[src/rtl/ibex_cpi_stack_sampler.sv]
// Accumulates per-cycle CPI-stack category strobes over a programmable interval and streams each sample as 7 beats.
// First beat is visible one cycle after the snapshot edge. Stalls hold the beat stable. A full FIFO drops the sample and sets the sticky overflow flag.
module ibex_cpi_stack_sampler #(
    parameter int unsigned CNT_W      = 32,
    parameter int unsigned INTERVAL_W = 16,
    parameter int unsigned FIFO_DEPTH = 4
) (
    input  logic                  clk_i,
    input  logic                  rst_ni,
    input  logic                  enable_i,
    input  logic                  clear_i,
    input  logic [INTERVAL_W-1:0] interval_i,
    input  logic                  base_i,
    input  logic                  icache_i,
    input  logic                  bpred_i,
    input  logic                  dcache_i,
    input  logic                  ex_i,
    input  logic                  dep_i,
    output logic                  out_valid_o,
    input  logic                  out_ready_i,
    output logic [CNT_W-1:0]      out_data_o,
    output logic [2:0]            out_cat_o,
    output logic                  out_last_o,
    output logic                  overflow_o
);

    localparam int unsigned NCNT  = 7;
    localparam int unsigned PTR_W = $clog2(FIFO_DEPTH);

    typedef logic [NCNT-1:0][CNT_W-1:0] sample_t;

    logic [NCNT-1:0] inc;
    sample_t         acc_q, acc_d, acc_inc;
    logic [CNT_W:0]  cyc_next;
    logic            snap;

    sample_t         mem_q [FIFO_DEPTH];
    logic [PTR_W:0]  wr_ptr_q, wr_ptr_d, rd_ptr_q, rd_ptr_d;
    logic            fifo_full, fifo_empty, push, drop;

    logic [2:0]      beat_q, beat_d;
    logic            xfer, pop;
    logic            overflow_q, overflow_d;

    // Index 0 is the cycle counter, which counts every enabled cycle.
    assign inc = {dep_i, ex_i, dcache_i, bpred_i, icache_i, base_i, 1'b1} & {NCNT{enable_i}};

    always_comb begin
        acc_inc = acc_q;
        for (int i = 0; i < NCNT; i++) begin
            if (inc[i] && (acc_q[i] != {CNT_W{1'b1}})) begin
                acc_inc[i] = acc_q[i] + CNT_W'(1);
            end
        end
    end

    // One extra bit, so a saturated cycle counter still compares correctly.
    assign cyc_next = {1'b0, acc_q[0]} + (CNT_W+1)'(1);
    assign snap     = enable_i && (interval_i != '0) && (cyc_next >= (CNT_W+1)'(interval_i));

    assign fifo_empty = (wr_ptr_q == rd_ptr_q);
    assign fifo_full  = (wr_ptr_q[PTR_W] != rd_ptr_q[PTR_W]) &&
                        (wr_ptr_q[PTR_W-1:0] == rd_ptr_q[PTR_W-1:0]);
    // Fullness is judged before this cycle's pop.
    assign push = snap && !fifo_full;
    assign drop = snap && fifo_full;

    assign out_valid_o = !fifo_empty;
    assign xfer        = out_valid_o && out_ready_i;
    assign pop         = xfer && (beat_q == 3'd6);

    assign out_data_o = fifo_empty ? '0 : mem_q[rd_ptr_q[PTR_W-1:0]][beat_q];
    assign out_cat_o  = beat_q;
    assign out_last_o = (beat_q == 3'd6);
    assign overflow_o = overflow_q;

    always_comb begin
        acc_d      = snap ? '0 : acc_inc;
        wr_ptr_d   = wr_ptr_q + (PTR_W+1)'(push);
        rd_ptr_d   = rd_ptr_q + (PTR_W+1)'(pop);
        beat_d     = xfer ? (pop ? 3'd0 : beat_q + 3'd1) : beat_q;
        overflow_d = overflow_q | drop;
        if (clear_i) begin
            acc_d      = '0;
            wr_ptr_d   = '0;
            rd_ptr_d   = '0;
            beat_d     = 3'd0;
            overflow_d = 1'b0;
        end
    end

    always_ff @(posedge clk_i or negedge rst_ni) begin
        if (!rst_ni) begin
            acc_q      <= '0;
            wr_ptr_q   <= '0;
            rd_ptr_q   <= '0;
            beat_q     <= 3'd0;
            overflow_q <= 1'b0;
        end else begin
            acc_q      <= acc_d;
            wr_ptr_q   <= wr_ptr_d;
            rd_ptr_q   <= rd_ptr_d;
            beat_q     <= beat_d;
            overflow_q <= overflow_d;
        end
    end

    // Sample storage needs no reset because the pointers gate every read.
    always_ff @(posedge clk_i) begin
        if (push && !clear_i) begin
            mem_q[wr_ptr_q[PTR_W-1:0]] <= acc_inc;
        end
    end

endmodule
[config.mk]
export PLATFORM = sky130hd
export DESIGN_NAME = ibex_cpi_stack_sampler
export DESIGN_NICKNAME = d
export VERILOG_FILES = /design/src/rtl/ibex_cpi_stack_sampler.sv
export SDC_FILE = /design/constraint.sdc
export NUM_CORES = 1
export LEC_CHECK = 0
export ABC_CLOCK_PERIOD_IN_PS = 47200
export BUFFER_PORTS_ARGS = -buffer_cell sky130_fd_sc_hd__buf_2
export CAP_MARGIN = 20
export CORE_MARGIN = 4
export CORE_UTILIZATION = 52
export DETAILED_ROUTE_END_ITERATION = 12
export PLACE_DENSITY = 0.76
export SETUP_SLACK_MARGIN = 0.4
export SLEW_MARGIN = 20
export SYNTH_ARGS = -nofsm -noshare
export SYNTH_HDL_FRONTEND = slang
export SYNTH_SLANG_ARGS = --single-unit
[constraint.sdc]
create_clock -name clk_i -period 47.2 [get_ports clk_i]
set_input_delay 9.44 -clock clk_i [delete_from_list [all_inputs] [get_ports clk_i]]
set_output_delay 9.44 -clock clk_i [all_outputs]
set_load 0.02 [all_outputs]
==> reports/results.ini, run 1 <==
[sta]
post-route-period-util_pct=31.0
fin_crit_ps=14650
max_freq_mhz=68.3
fin_skew_ps=34.5
finalSetupViolCount=0
rsz0062_at_grt=no
final-hold-violation-count=0
finalMaxSlewViolations=0
finalSetupTns_ps=0
slew_headroom_pct=24.3
max_slew.worst_pin.slew_ps=1140

[pwr]
seqPwrFrac_pct=53.9
combPwrFrac_pct=1.2
peakVddDrop_mv=0.0268
swShare_pct=19.8
power_switching_mw=0.393
p_int_mw=1.59
clockPowerShare_pct=44.9
cellLeakagePower_nw=20.9
p_per_area_nw_per_um2=36.7
total_power_mw=1.98

[flow_run]
drv_cap=0

[cells_and_area]
layout-drive-gt1-share_pct=19.0
multi_input_area_um2=14900
syn_to_final_growth_pct=10.7
stdcell_count=4305
final_cell_area_um2=53900
sequential_cell_area_um2=32800
nFillCells=6707
num-nets-final=3007

[clock_tree]
cts_resized=0
cts.reportedPaths.clkPinSlew_ps=60
clock_path_buffers=3
cts_tree=built
cts_hold_buf=0
cts_root_buffer=clkbuf_16
clock_sink_count=1130
htreeDepth=3
cts_buffers=110
clk_latency_ps=680
postCtsSetupBuffers=0

[outcome]
status=finished clean

[global_route]
grt_pass1_wl_mm=176
grt_use_total_pct=23.4
globalRouteOverflowTotal=0
antenna_found_initial=3
grt_pass1_vias=28100
grt_max_degree=132

[worst_setup_path]
worst-endpoint-arrival_ps=5210
crit_type=reg -> out
cp-start-kind=register
slowest_delay_ps=1020
crit_chain=buf_4 > buf_4 > mux4_2 > mux4_2 > mux2i_1 > nor2_1 > buf_2
cp_slowest_cell=dfrtp_4
cp.required_ps=37760
critPathTopFamily=buffers and inverters
path_buf_inv=3
cp-end-kind=primary output
path_max_fanout=46

[die]
core_um2=93200
dieArea_um2=98700
rows=112
die_w_um=314
io_pins=65
start_util_pct=52.3
die_h_um=314

[logic_synthesis]
synth_top_cells_by_area=edfxtp_1 (55%), dfrtp_1 (12%), mux4_2 (12%), o211a_1 (3.7%), xnor2_1 (2.5%)
postSynthAreaPerCell_um2=16.8
synth-main-ff-cell=edfxtp_1
syn_nets=2960
async_flop_share_pct=20.7
synth_cell_types=69
postSynthCellCount=2904
synth-seq-cells=1130
yosysTopAreaCell=edfxtp_1
synth_top_area_share_pct=55.2
synth_edf_count=896
synth_seq_area_share_pct=67.2
yosysWarnings=0
syn_area_um2=48700

[detailed_routing]
ant_nets=0
wl_per_cell_um=26.8
drtPass1Iterations=8
routed_wl_mm=115
drc=0
drtIter0Drc=3297
routed-via-count=27400
viasPerCell=6.35

[hold_path]
hold_class=reg -> reg

[place]
dp_hpwl_mm=70.4
placed_cell_area_um2=50200
dp_cells=4091
gp_congestion=0.898
io_buffers=64

[per-layer routing]
metal	track usage, %	vias up	wire [um]
met5	0	-	0
met4	8.89	0	4350
met3	3.93	236	9630
met2	38.6	1322	57000
met1	31.8	14200	44200
li1	-	11600	-
[area by class of cell]
| cell class | instances | area share, % |
|---|---|---|
| antenna | 2 | 0.00928 |
| tap | 1254 | 2.91 |
| multi-input combinational | 1529 | 27.6 |
| sequential | 1130 | 60.8 |
| clock inverter | 57 | 1.12 |
| timing repair buffer | 106 | 1.31 |
| inverter | 74 | 0.533 |
| clock buffer | 153 | 5.77 |
[path summary, 6_finish.rpt]
path                                             from                     end  slack [ps]  depth (start not counted)
min in group asynchronous                      rst_ni     acc_q[89]$_DFF_PN0_        8800                          1
worst min register to register  wr_ptr_q[2]$_DFF_PN0_   wr_ptr_q[2]$_DFF_PN0_         580                          2
worst max-delay path            rd_ptr_q[0]$_DFF_PN0_          out_data_o[17]       32550                          7
max in group asynchronous                      rst_ni   wr_ptr_q[1]$_DFF_PN0_       36780                          2
worst min-delay path            wr_ptr_q[2]$_DFF_PN0_   wr_ptr_q[2]$_DFF_PN0_         580                          2
worst max register to register     acc_q[3]$_DFF_PN0_  mem_q[0][16]$_DFFE_PP_       41020                         16
[cell usage after synthesis, drive strengths merged (59+ instances only)]
cell / count
mux2i: 66
a21oi: 59
o211a: 178
clkbuf: 114
xnor2: 138
xor2: 88
inv: 74
nand2: 147
mux4: 256
dfrtp: 234
nand3: 95
edfxtp: 896
nand4: 70
nor2: 105
[tightest hold or removal path, delay by kind of cell, from the launching register on]
| family | cells | cell delay (ps) |
|---|---|---|
| AND/OR/NAND/NOR | 1 | 40 |
| flip-flops | 1 | 380 |
| XOR/XNOR | 1 | 120 |
[flip-flops by register name (all words and copies together), names as in the netlist]
name	flops
overflow_o	1
wr_ptr_q	3
mem_q	896
rd_ptr_q	3
out_cat_o	3
acc_q	224
[stage by stage]
step	setup slack, ps	util [%]	hold WS (ps)
2_1_floorplan	20250	-	528
3_3_place_gp	33110	53.8	552
3_5_place_dp	33070	53.8	565
4_1_cts	32380	57.8	574
5_1_grt	32170	57.9	586
6_report	32550	57.9	577
[kinds of logic after synthesis]
family                     share of synthesized area [%]
muxes                                               13.3
buffers and inverters                               2.36
and+or+nand+nor                                     6.74
DFF                                                 67.2
xor gates and xnor gates                            4.06
adders and majority gates                          0.745
AOI/OAI and AO/OA                                   5.55
[power groups by stage]
stage               logic [mW]  clock network (mW)  registers (mW)
finish                  0.0241               0.889            1.07
global route            0.0262               0.945            1.07
CTS                     0.0236               0.898            1.07
detailed placement      0.0234                   0            1.09
global placement        0.0225                   0            1.09
floorplan               0.0111                   0            1.09
[layout by cell type (no fill, tap or decap), types with 23 or more instances in the layout]
master	instances
buf_4	37
nor4_1	25
nand3_1	95
nor2_1	105
and3_1	46
edfxtp_1	896
xnor2_1	138
clkbuf_1	23
mux2i_1	66
o211a_1	178
dfrtp_1	229
xor2_1	88
clkbuf_16	110
inv_1	72
o22ai_1	32
nor3_1	43
nand4_1	67
a21oi_1	59
ha_1	29
nand2_1	147
buf_2	63
mux4_2	256
and4_1	26
Note: power is estimated with default switching activity, not from simulation.
==> run 2, diff against run 1 <==
--- a/config.mk
+++ b/config.mk
@@ -5,13 +5,13 @@
 export SDC_FILE = /design/constraint.sdc
 export NUM_CORES = 1
 export LEC_CHECK = 0
-export ABC_CLOCK_PERIOD_IN_PS = 47200
+export ABC_CLOCK_PERIOD_IN_PS = 12350
 export BUFFER_PORTS_ARGS = -buffer_cell sky130_fd_sc_hd__buf_2
 export CAP_MARGIN = 20
 export CORE_MARGIN = 4
 export CORE_UTILIZATION = 52
 export DETAILED_ROUTE_END_ITERATION = 12
-export PLACE_DENSITY = 0.76
+export PLACE_DENSITY = 0.78
 export SETUP_SLACK_MARGIN = 0.4
 export SLEW_MARGIN = 20
 export SYNTH_ARGS = -nofsm -noshare
==> constraint.sdc (replaced) <==
create_clock -name clk_i -period 12.35 [get_ports clk_i]
set_input_delay 2.47 -clock clk_i [delete_from_list [all_inputs] [get_ports clk_i]]
set_output_delay 2.47 -clock clk_i [all_outputs]
set_load 0.02 [all_outputs]
==> run 2 against run 1 <==
Combinational power rose to 3.9 times the previous value. Core utilization down 0.079 points. Clock skew about the same. Critical path depth unchanged. Worst setup slack worse by 28000 ps. Non-clock buffer count unchanged. Power rose to 3.8 times the previous value. Clock power rose to 3.7 times the previous value. Flip-flop and latch count unchanged. Via count up 0.70%. Critical path type unchanged. Highest routed layer is now met5.
==> reports/results.ini, run 2 (synthesis gave the netlist of run 1 again) <==
[hold_path]
holdCritStartpoint=rd_ptr_q[2]$_DFF_PN0_
hold_path_depth=2
worstHoldEndpoint=rd_ptr_q[2]$_DFF_PN0_
hold_class=reg -> reg

[clock_tree]
cts_buffers=106
cts_hold_buf=0
cts_root_buffer=clkbuf_16
cts_resized=0
htreeDepth=3
clk_latency_ps=680
cts.reportedPaths.clkPinSlew_ps=70
cts_tree=built
clock_sink_count=1130
postCtsSetupBuffers=0
clock_path_buffers=3

[pwr]
peakVddDrop_mv=0.131
cellLeakagePower_nw=20.9
p_per_area_nw_per_um2=139

[global_route]
grt_max_degree=172
grt_pass1_vias=28100
met1_usage_pct=32.9
grt_use_total_pct=23.5
antenna_found_initial=4
grt_busiest_layer=met2
use_met3_pct=3.26
use_met2_pct=37.9
grt_pass1_wl_mm=176
globalRouteOverflowTotal=0

[die]
die_w_um=314
io_pins=65
die_h_um=314
core_um2=93200
start_util_pct=52.3
rows=112
dieArea_um2=98700

[detailed_routing]
drc=0
drtPass1Iterations=6
ant_nets=0
viasPerCell=6.42
routed-via-count=27500
wl_per_cell_um=26.8
routed_wl_mm=115
drtIter0Drc=3022

[place]
dp_hpwl_mm=69.0
io_buffers=64
gp_congestion=0.879
pre_cts_slack_ps=5510
placed_cell_area_um2=50200

[worst_setup_path]
worst-endpoint-arrival_ps=4930
r2r-start=acc_q[0]$_DFF_PN0_
r2r_cells=15
cp.required_ps=9880
cp-start-kind=register
cp-end-kind=primary output
crit_type=reg -> out
r2r_slack_ps=6720
path_max_fanout=45
worstReg2RegEnd=mem_q[2][219]$_DFFE_PP_

[flow_run]
drv_cap=0

[sta]
finalSetupViolCount=0
finalMaxSlewViolations=0
max_freq_mhz=135
fin_crit_ps=7400
max_slew.worst_pin.slew_ps=1110
final-hold-violation-count=0
finalSetupTns_ps=0
slew_headroom_pct=26.3
setup_slack_ps=4950
rsz0062_at_grt=no
post-route-period-util_pct=59.9
fin_skew_ps=34.8

[cells_and_area]
num-nets-final=3003
layout-drive-gt1-share_pct=18.6
final_cell_area_um2=53900
diodes=0
syn_to_final_growth_pct=10.5
final_common_cell=edfxtp_1
final_cell_mix=edfxtp_1 (896), mux4_2 (256), dfrtp_1 (229), o211a_1 (178), nand2_1 (147)
largest_register_ffs=896

[outcome]
status=finished clean

[run 2: changes by cell type in the layout (fill, tap and decap cells not counted), moves of 2 or more]
cell / change
a31oi_1: +2
a31oi_2: -2
buf_12: +2
buf_16: +2
buf_4: -3
bufinv_16: +2
clkbuf_1: +3
clkbuf_16: -2
clkbuf_8: -9
clkinv_2: -2
diode_2: -2
inv_6: -2
nor3_2: -4
nor3_4: +4
[run 2: area by class of cell]
type / instances / area, um^2
Timing Repair Buffer: 106 / 768
Sequential cell: 1130 / 32800
Tap cell: 1254 / 1570
Fill cell: 6753 / 39300
Clock inverter: 56 / 623
Clock buffer: 145 / 2950
Multi-Input combinational cell: 1529 / 14900
Inverter: 74 / 288
[run 2: stage by stage]
step	total power [mW]	instances	hold slack [ps]	util [%]
3_5_place_dp	4.24	4090	563	53.9
4_1_cts	7.53	4291	593	57.7
2_1_floorplan	4.19	2904	528	-
6_report	7.49	4294	596	57.8
5_1_grt	7.70	4294	607	57.8
3_3_place_gp	4.24	4090	553	53.9
[run 2: worst max-delay path by stage]
stage,from,to
after detailed placement,rd_ptr_q[0]$_DFF_PN0_,out_data_o[4]
final,rd_ptr_q[0]$_DFF_PN0_,out_data_o[4]
after global routing,rd_ptr_q[0]$_DFF_PN0_,out_data_o[4]
after floorplan,interval_i[12],mem_q[0][0]$_DFFE_PP_
after global placement,rd_ptr_q[0]$_DFF_PN0_,out_data_o[4]
after CTS,rd_ptr_q[0]$_DFF_PN0_,out_data_o[4]
[run 2: report_power, final]
part           switching (mW)  internal [mW]
sequential            0.00427           4.07
combinational          0.0756         0.0176
clock                    1.40           1.93
total                    1.48           6.02
[run 2: worst max-delay path: stages (launching register included)]
cell and delay, ps:
dfrtp_4 840, buf_4 740, buf_4 850, mux4_2 600
mux4_2 500, mux2i_1 290, nor2_1 140, buf_2 200
[run 2: per-layer routing]
| layer | up-vias | share of wire (%) | wire length [um] |
|---|---|---|---|
| met1 | 14300 | 39 | 44300 |
| met3 | 237 | 8.6 | 9900 |
| met4 | 2 | 3.8 | 4420 |
| li1 | 11600 | - | - |
| met5 | - | 0.012 | 14 |
| met2 | 1426 | 49 | 56400 |
